File: config.mk
export PLATFORM = sky130hd
export DESIGN_NAME = uart_tx_fifo
export DESIGN_NICKNAME = d
export VERILOG_FILES = /design/src/rtl/uart_tx_fifo.sv
export SDC_FILE = /design/constraint.sdc
export NUM_CORES = 1
export LEC_CHECK = 0
export CORE_UTILIZATION = 48
export CTS_CLUSTER_SIZE = 25
export DETAILED_ROUTE_END_ITERATION = 6
export GPL_ROUTABILITY_DRIVEN = 1
export MAX_ROUTING_LAYER = met4
export PLACE_DENSITY_LB_ADDON = 0.12
export SYNTH_ARGS = -nofsm -noshare
export SYNTH_HDL_FRONTEND = slang
export SYNTH_SLANG_ARGS = --single-unit
File: constraint.sdc
create_clock -name clk -period 4.2 [get_ports clk]
set_clock_uncertainty 0.1 [all_clocks]
set_input_delay 0.84 -clock clk [delete_from_list [all_inputs] [get_ports clk]]
set_output_delay 0.84 -clock clk [all_outputs]
set_load 0.03 [all_outputs]
File: src/rtl/uart_tx_fifo.sv
// Byte FIFO between the CPU's UART data-register write strobe and uart_tx.
// Buffers writes without stalling the CPU and launches bytes one at a time, honouring tx_busy.
module uart_tx_fifo #(
  parameter  int DEPTH   = 16,
  localparam int LEVEL_W = $clog2(DEPTH) + 1
) (
  input  logic               clk,
  input  logic               rst,
  input  logic               wr_en,
  input  logic [7:0]         wr_data,
  output logic               full,
  output logic               empty,
  output logic [LEVEL_W-1:0] level,
  output logic               overflow,
  input  logic               ovf_clear,
  output logic               tx_en,
  output logic [7:0]         tx_data,
  input  logic               tx_busy
);

  localparam int PTR_W = $clog2(DEPTH);

  typedef enum logic [1:0] {
    IDLE   = 2'd0,
    LAUNCH = 2'd1,
    HOLD   = 2'd2
  } state_t;

  state_t             state, state_nxt;
  logic [7:0]         mem [DEPTH];
  logic [PTR_W-1:0]   wr_ptr, rd_ptr;
  logic [LEVEL_W-1:0] count;
  logic               wr_accept, wr_drop, pop;

  assign full      = (count == LEVEL_W'(DEPTH));
  assign empty     = (count == '0);
  assign level     = count;
  assign wr_accept = wr_en && !full;
  assign wr_drop   = wr_en && full;
  // A pop only happens from IDLE, so it never coincides with a write into an empty FIFO.
  assign pop       = (state == IDLE) && (count != '0) && !tx_busy;

  // NOTE: sequential state always uses non-blocking assignments so every flop
  // samples pre-edge values regardless of process ordering.
  always_ff @(posedge clk) begin
    if (rst) state <= IDLE;
    else     state <= state_nxt;
  end

  // NOTE: default first so every path assigns state_nxt and no latch is inferred.
  always_comb begin
    state_nxt = state;
    case (state)
      IDLE:    if (pop) state_nxt = LAUNCH;
      LAUNCH:  state_nxt = HOLD;
      HOLD:    state_nxt = IDLE; // covers uart_tx's busy-assert latency
      default: state_nxt = IDLE;
    endcase
  end

  always_comb begin
    tx_en = (state == LAUNCH);
  end

  always_ff @(posedge clk) begin
    if (rst) begin
      wr_ptr   <= '0;
      rd_ptr   <= '0;
      count    <= '0;
      overflow <= 1'b0;
      tx_data  <= 8'h00;
    end else begin
      if (wr_accept) wr_ptr <= wr_ptr + PTR_W'(1);
      if (pop) begin
        rd_ptr  <= rd_ptr + PTR_W'(1);
        tx_data <= mem[rd_ptr];
      end
      case ({wr_accept, pop})
        2'b10:   count <= count + LEVEL_W'(1);
        2'b01:   count <= count - LEVEL_W'(1);
        default: count <= count;
      endcase
      // A dropped write beats a same-cycle clear so the loss is never hidden.
      if (wr_drop)        overflow <= 1'b1;
      else if (ovf_clear) overflow <= 1'b0;
    end
  end

  // NOTE: storage is deliberately not reset; count and pointers gate every read,
  // so stale contents are never observed and the array can map to plain RAM.
  always_ff @(posedge clk) begin
    if (wr_accept) mem[wr_ptr] <= wr_data;
  end

endmodule

* Yosys cells after proc, flatten, opt, wreduce, memory -nomap -nowiden
Memory sizes are Yosys's and may differ from the RTL's. A register that Yosys moved wholly into a read port is not among the register bits.
Index checks and enable logic that the tools add are counted.
** Storage, ports and cells
- Bits in writable memories :: 128
- Memories :: 1
- Input bits :: 13
- Register bits after elaboration :: 16
** Operators by class
- Equal/unequal tests :: 5
- Mux-type cells :: 7
- $add $sub $neg :: 4
- Reductions and logical operators :: 11
** Memory list
- mem :: words 16, width 8, rd ports 1, clocked after Yosys merged registers in 1, wr ports 1, line 30 : logic [7:0] mem [DEPTH];
** Operators by type and width (count)
- $pmux W5 S2 :: 1
- $add A4 B1 Y4 const B :: 2
- $add A5 B1 Y5 const B :: 1
- $eq A5 B5 Y1 const B :: 1
- $logic_not A5 Y1 :: 1
- $reduce_bool A5 Y1 :: 1
- $sub A5 B1 Y5 const B :: 1
- $eq A2 B1 Y1 const B :: 2
- $logic_and A1 B1 Y1 :: 4
- $mux W1 :: 4
- $pmux W2 S2 :: 1
- $reduce_bool A2 Y1 :: 2
- $eq A2 B2 Y1 const B :: 1
- $logic_not A1 Y1 :: 2
- $logic_not A2 Y1 :: 1
- $mux W2 :: 1
- $ne A2 B2 Y1 const B :: 1

* Longest topological paths before layout
- Depth in word-level cells :: 5
- Depth in mapped cells :: 14

* Least setup slack after synthesis
Ideal clock, no wire load.
- Path type :: register to register
- Start point :: register count[0], in the netlist level[0]
- End point :: register count[4], in the netlist level[4]
- Data required time :: 3.979 ns
- Cell stages (with the launch flop) :: 15
- Slack :: 0.686 ns
- Path buffers :: 2
- Arrival time :: 3.293 ns
- Cells stage by stage :: dfxtp_1 > nor4_2 > and2_4 > or4_4 > buf_6 > inv_8 > buf_6 > ha_1 > inv_1 > fa_1 > nor2b_1 > o21ai_0 > nand3_1 > or3b_2 > mux2_2
** On the way
- Cells in the longest elaborated chain, start to end :: 5
- Elaborated cells between the ends (all ways) :: 12
- Those cells by class :: 2 x add/sub; 3 x eq/ne; 1 x mux; 6 x reduce/logical
** Ends and longest elaborated chain
- start: declaration :: line 32 : logic [LEVEL_W-1:0] count;
- start signal: assignment :: line 79 : 2'b10: count <= count + LEVEL_W'(1);
- start signal: assignment :: line 80 : 2'b01: count <= count - LEVEL_W'(1);
- start signal: assignment :: line 81 : default: count <= count;
- $reduce_bool A5 Y1 * :: line 41 : assign pop = (state == IDLE) && (count != '0) && !tx_busy;
- $logic_and A1 B1 Y1 * (2 in a row) :: line 41
- via pop :: line 33 : logic wr_accept, wr_drop, pop;
- $eq A2 B1 Y1 / $eq A2 B2 Y1 (equally long branches) :: line 78 : case ({wr_accept, pop})
- $pmux W5 S2 / $reduce_bool A2 Y1 (equally long branches)
Mark *: on every way through the listed nets, which the timed path passes. The rest lies on a longest branch.
A chain may end at the register's enable or synchronous reset.

* Worst setup path in the final report
- Start point :: input port tx_busy
- End point :: register count[4], in the netlist level[4]
** On the way
- Cells in the longest elaborated chain, start to end :: 4
- Elaborated cells between the ends (all ways) :: 6
- Those cells by class :: 2 x eq/ne; 1 x mux; 3 x reduce/logical
** Ends and longest elaborated chain
- start: declaration :: line 18 : input logic tx_busy
- $logic_not A1 Y1 * :: line 41
- $logic_and A1 B1 Y1 * :: line 41
- $eq A2 B1 Y1 / $eq A2 B2 Y1 (equally long branches) :: line 78
- $pmux W5 S2 / $reduce_bool A2 Y1 (equally long branches)
Every way passes the cells marked *; elsewhere a longest branch is shown, timed or not.

==> impl_results.md <==
* Final Instance Area at 0.007182 mm2
* Highest-count cells in the layout ignoring fill and taps: 128 x edfxtp_1, 45 x mux2i_1, 40 x nor2_1, 29 x clkdlybuf4s50_1, 23 x dfxtp_1
* Final TNS setup at 0 ns
* Initial core utilization at 50.08%
* Met2 usage at 31.57%
* Pleak at 2.306 nW
* Slew HR at 27.60%
* Num CTS Buffers at 17
* DR DRC count at 0
* Cts hold-fix bufs at 0
* Part of the power in the clock network at 36.7%
* Global-route wire length before repair at 19160 um
* Busiest grt layer: met2
* Final hold slack at 0.4027 ns
* Post-synthesis sequential area ratio at 70.42%
* DIE AREA at 0.01325 mm2
* PwrDens at 603.7 mW/mm2
* Final instance count without filler cells at 613
* Core ar. at 0.01226 mm2
* Post-Syn Nets at 421
* Number of primary I/O pins at 30
* TritonCTS sink count at 152
* Synth Area in Simple Gates at 7.539%
* Fin nets at 455
* Final hold violation count at 0
* Fin. max-slew vios at 0
* Switching Power at 1.231 mW
* Sw Share at 28.40%
* Reg clk slew, reported paths at 0.06 ns
* Mean Syn Cell Area at 15.43 um2
* Total of max-cap violations at 0
* HPWL Detailed at 7859 um
* Period utilisation layout at 86.08%
* Vias in the first global route at 3296
* Port Buffers at 29
* Postcts setup bufs at 0
* Crit-path slowest cell: or4_4
* Post-synthesis compound-gate area fraction at 4.686%
* Share of layout cells above drive strength 1 at 14.83%
* Largest net degree at the start of global routing at 44
* Clk Latency, worst-skew pair at 0.42 ns
* Initial antenna violation count at 0
* Critical path type: primary input to flip-flop
* CTS max path bufs at 2
* Syn Std Cell Area at 0.006141 mm2
* Ys flop type: edfxtp_1
* Fmax at 276.6 MHz
* Post-synth EDFFs at 128
* Seq pwr share at 42.5%
* Final Core Density at 58.57%
* N_diodes at 0
* Mapped Cells at 398
* Pre-antenna DRT Iters at 4
* Avg WL per Cell at 20.24 um
* #FFs+latches synth at 152
* FILL cells at 953
* Main combinational cell family by area after synthesis: multiplexers
* Critical Path RT at 4.41 ns
* Synth cell types at 42
* Min cycle time layout at 3.615 ns
* DR vias at 3319
* Synth warnings at 0
* H-tree depth at 4
* Worst Setup End Kind: flip-flop
* Synth-to-Final Area Change at 16.95%
* Final setup vio count at 0
* Vias per std cell at 5.414
* Setup WS pre-CTS at 0.1532 ns
* Adder-Cell Fraction of Synth Area at 2.160%
* CP cell instances: clkdlybuf4s50_1, or4_4, inv_8, ha_1, inv_1, fa_1, nor2b_1, o21ai_0, nand3_1, or3b_2, mux2_2
* CP startpoint kind: primary input
* Die width at 115.1 um
* Remaining global-route overflow at 0
* Post-synthesis async set-or-reset flop share at 0%
* HP Class: flip-flop to flip-flop
* Max incr delay on CP at 0.60 ns
* Combinational fraction of design power at 20.8%
* Row cnt at 40
* Xor and xnor area share after synthesis at 1.141%
* GRT met1 Usage at 29.02%
* Placed cell count at 581
* Post-Route WL at 12410 um
* Final worst slack at 0.5846 ns
* M3 GR Usage at 5.430%
* Root buffer cell: clkbuf_16
* Die Y at 115.1 um
* Peak VDD IR at 0.3030 mV
* CTS tree: done
* RD Place Congestion at 0.8545
* Placement Cell Area at 0.006555 mm2
* Total power at 4.336 mW
* Status: finished clean
* Mux cell area share after synthesis at 11.19%
* Gr usage total at 21.51%
* First-iteration detailed-routing DRC count at 166
* Antenna Nets Post-Route at 0
* Resized Gates After CTS at 0
* Worst-Margin Slew at 1.078 ns
* Internal power at 3.105 mW
* Crit path max fanout at 14
* RSZ-0062 raised after global routing: false
* Critical path arrival at 3.82 ns
* Commonest non-fill, non-tap cell in the layout: edfxtp_1
## cell families (layout without fill, tap and decap cells)
| logic type | count (synthesis) | count (layout) |
|---|---|---|
| XOR/XNOR | 8 | 8 |
| AO/OA/AOI/OAI | 42 | 42 |
| multiplexers | 64 | 64 |
| buffers and inverters | 29 | 76 |
| adder cells (fa/ha/maj) | 10 | 10 |
| flip-flops | 152 | 152 |
| AND/OR/NAND/NOR | 93 | 93 |
## cell type report
class                           count  area [um2]  share of cell area, %
Sequential cell                   152        4328                  60.26
Inverter                            9       41.29                 0.5749
Multi-Input combinational cell    217        1640                  22.84
Clock buffer                       17       425.4                  5.923
Timing Repair Buffer               35       335.3                  4.669
Clock inverter                     15       201.4                  2.805
Tap cell                          168       210.2                  2.927
## Yosys cell counts, types with 2 or more instances
| cell | count | area (um2) |
|---|---|---|
| dfxtp_1 | 24 | 480.5 |
| buf_4 | 4 | 30.03 |
| inv_1 | 8 | 30.03 |
| buf_6 | 4 | 45.04 |
| nand2b_1 | 3 | 18.77 |
| buf_2 | 3 | 15.01 |
| xnor2_1 | 3 | 26.28 |
| a21oi_1 | 8 | 40.04 |
| nor2_1 | 40 | 150.1 |
| edfxtp_1 | 128 | 3844 |
| nand3b_1 | 2 | 15.01 |
| a22oi_1 | 7 | 52.55 |
| ha_1 | 9 | 112.6 |
| xor2_1 | 5 | 43.79 |
| clkbuf_1 | 7 | 26.28 |
| or3b_2 | 2 | 17.52 |
| mux2_2 | 17 | 191.4 |
| mux4_2 | 2 | 45.04 |
| o21ai_0 | 2 | 10.01 |
| nor2b_1 | 6 | 37.54 |
| nor3_1 | 13 | 65.06 |
| mux2i_1 | 45 | 450.4 |
| nor4_1 | 7 | 43.79 |
| nand2_1 | 12 | 45.04 |
| o221ai_1 | 7 | 61.31 |
| o22ai_1 | 14 | 87.58 |
## routing by layer
metal	vias to the layer above	share of wire [%]	wire, um
met5	-	0	0
met4	0	1.7	213
met3	19	3.4	422
met2	56	47	5859
met1	1663	48	5913
li1	1581	-	-
## path summary, 6_finish.rpt
| check | startpoint | end | slack, ns | cells past startpoint |
|---|---|---|---|---|
| max reg2reg | level[1] | level[4] | 0.77 | 12 |
| min | tx_data[6] | tx_data[6] | 0.40 | 2 |
| max | tx_busy | level[4] | 0.58 | 11 |
| min reg2reg | tx_data[6] | tx_data[6] | 0.40 | 2 |
## power by group through the flow
stage | combinational (mW) | sequential [mW] | clock (mW)
floorplan | 0.524 | 1.94 | 0
global placement | 0.893 | 1.87 | 0
detailed placement | 0.911 | 1.87 | 0
CTS | 0.917 | 1.84 | 1.62
global route | 0.980 | 1.86 | 1.68
finish | 0.903 | 1.84 | 1.59
## state kept, by name, indices dropped and copies added, names as in the netlist
register and flops:
level 5, mem 128, overflow 1, rd_ptr 4
state 2, tx_data 8, wr_ptr 4
## worst max-delay path: cells and delay by family
kind | cells | cell delay [ns]
AOI/OAI and AO/OA | 1 | 0.12
buffers and inverters | 3 | 0.64
muxes | 1 | 0.28
adders and majority gates | 2 | 0.63
and+or+nand+nor | 4 | 1.30
(Power assumes the default switching activity.)
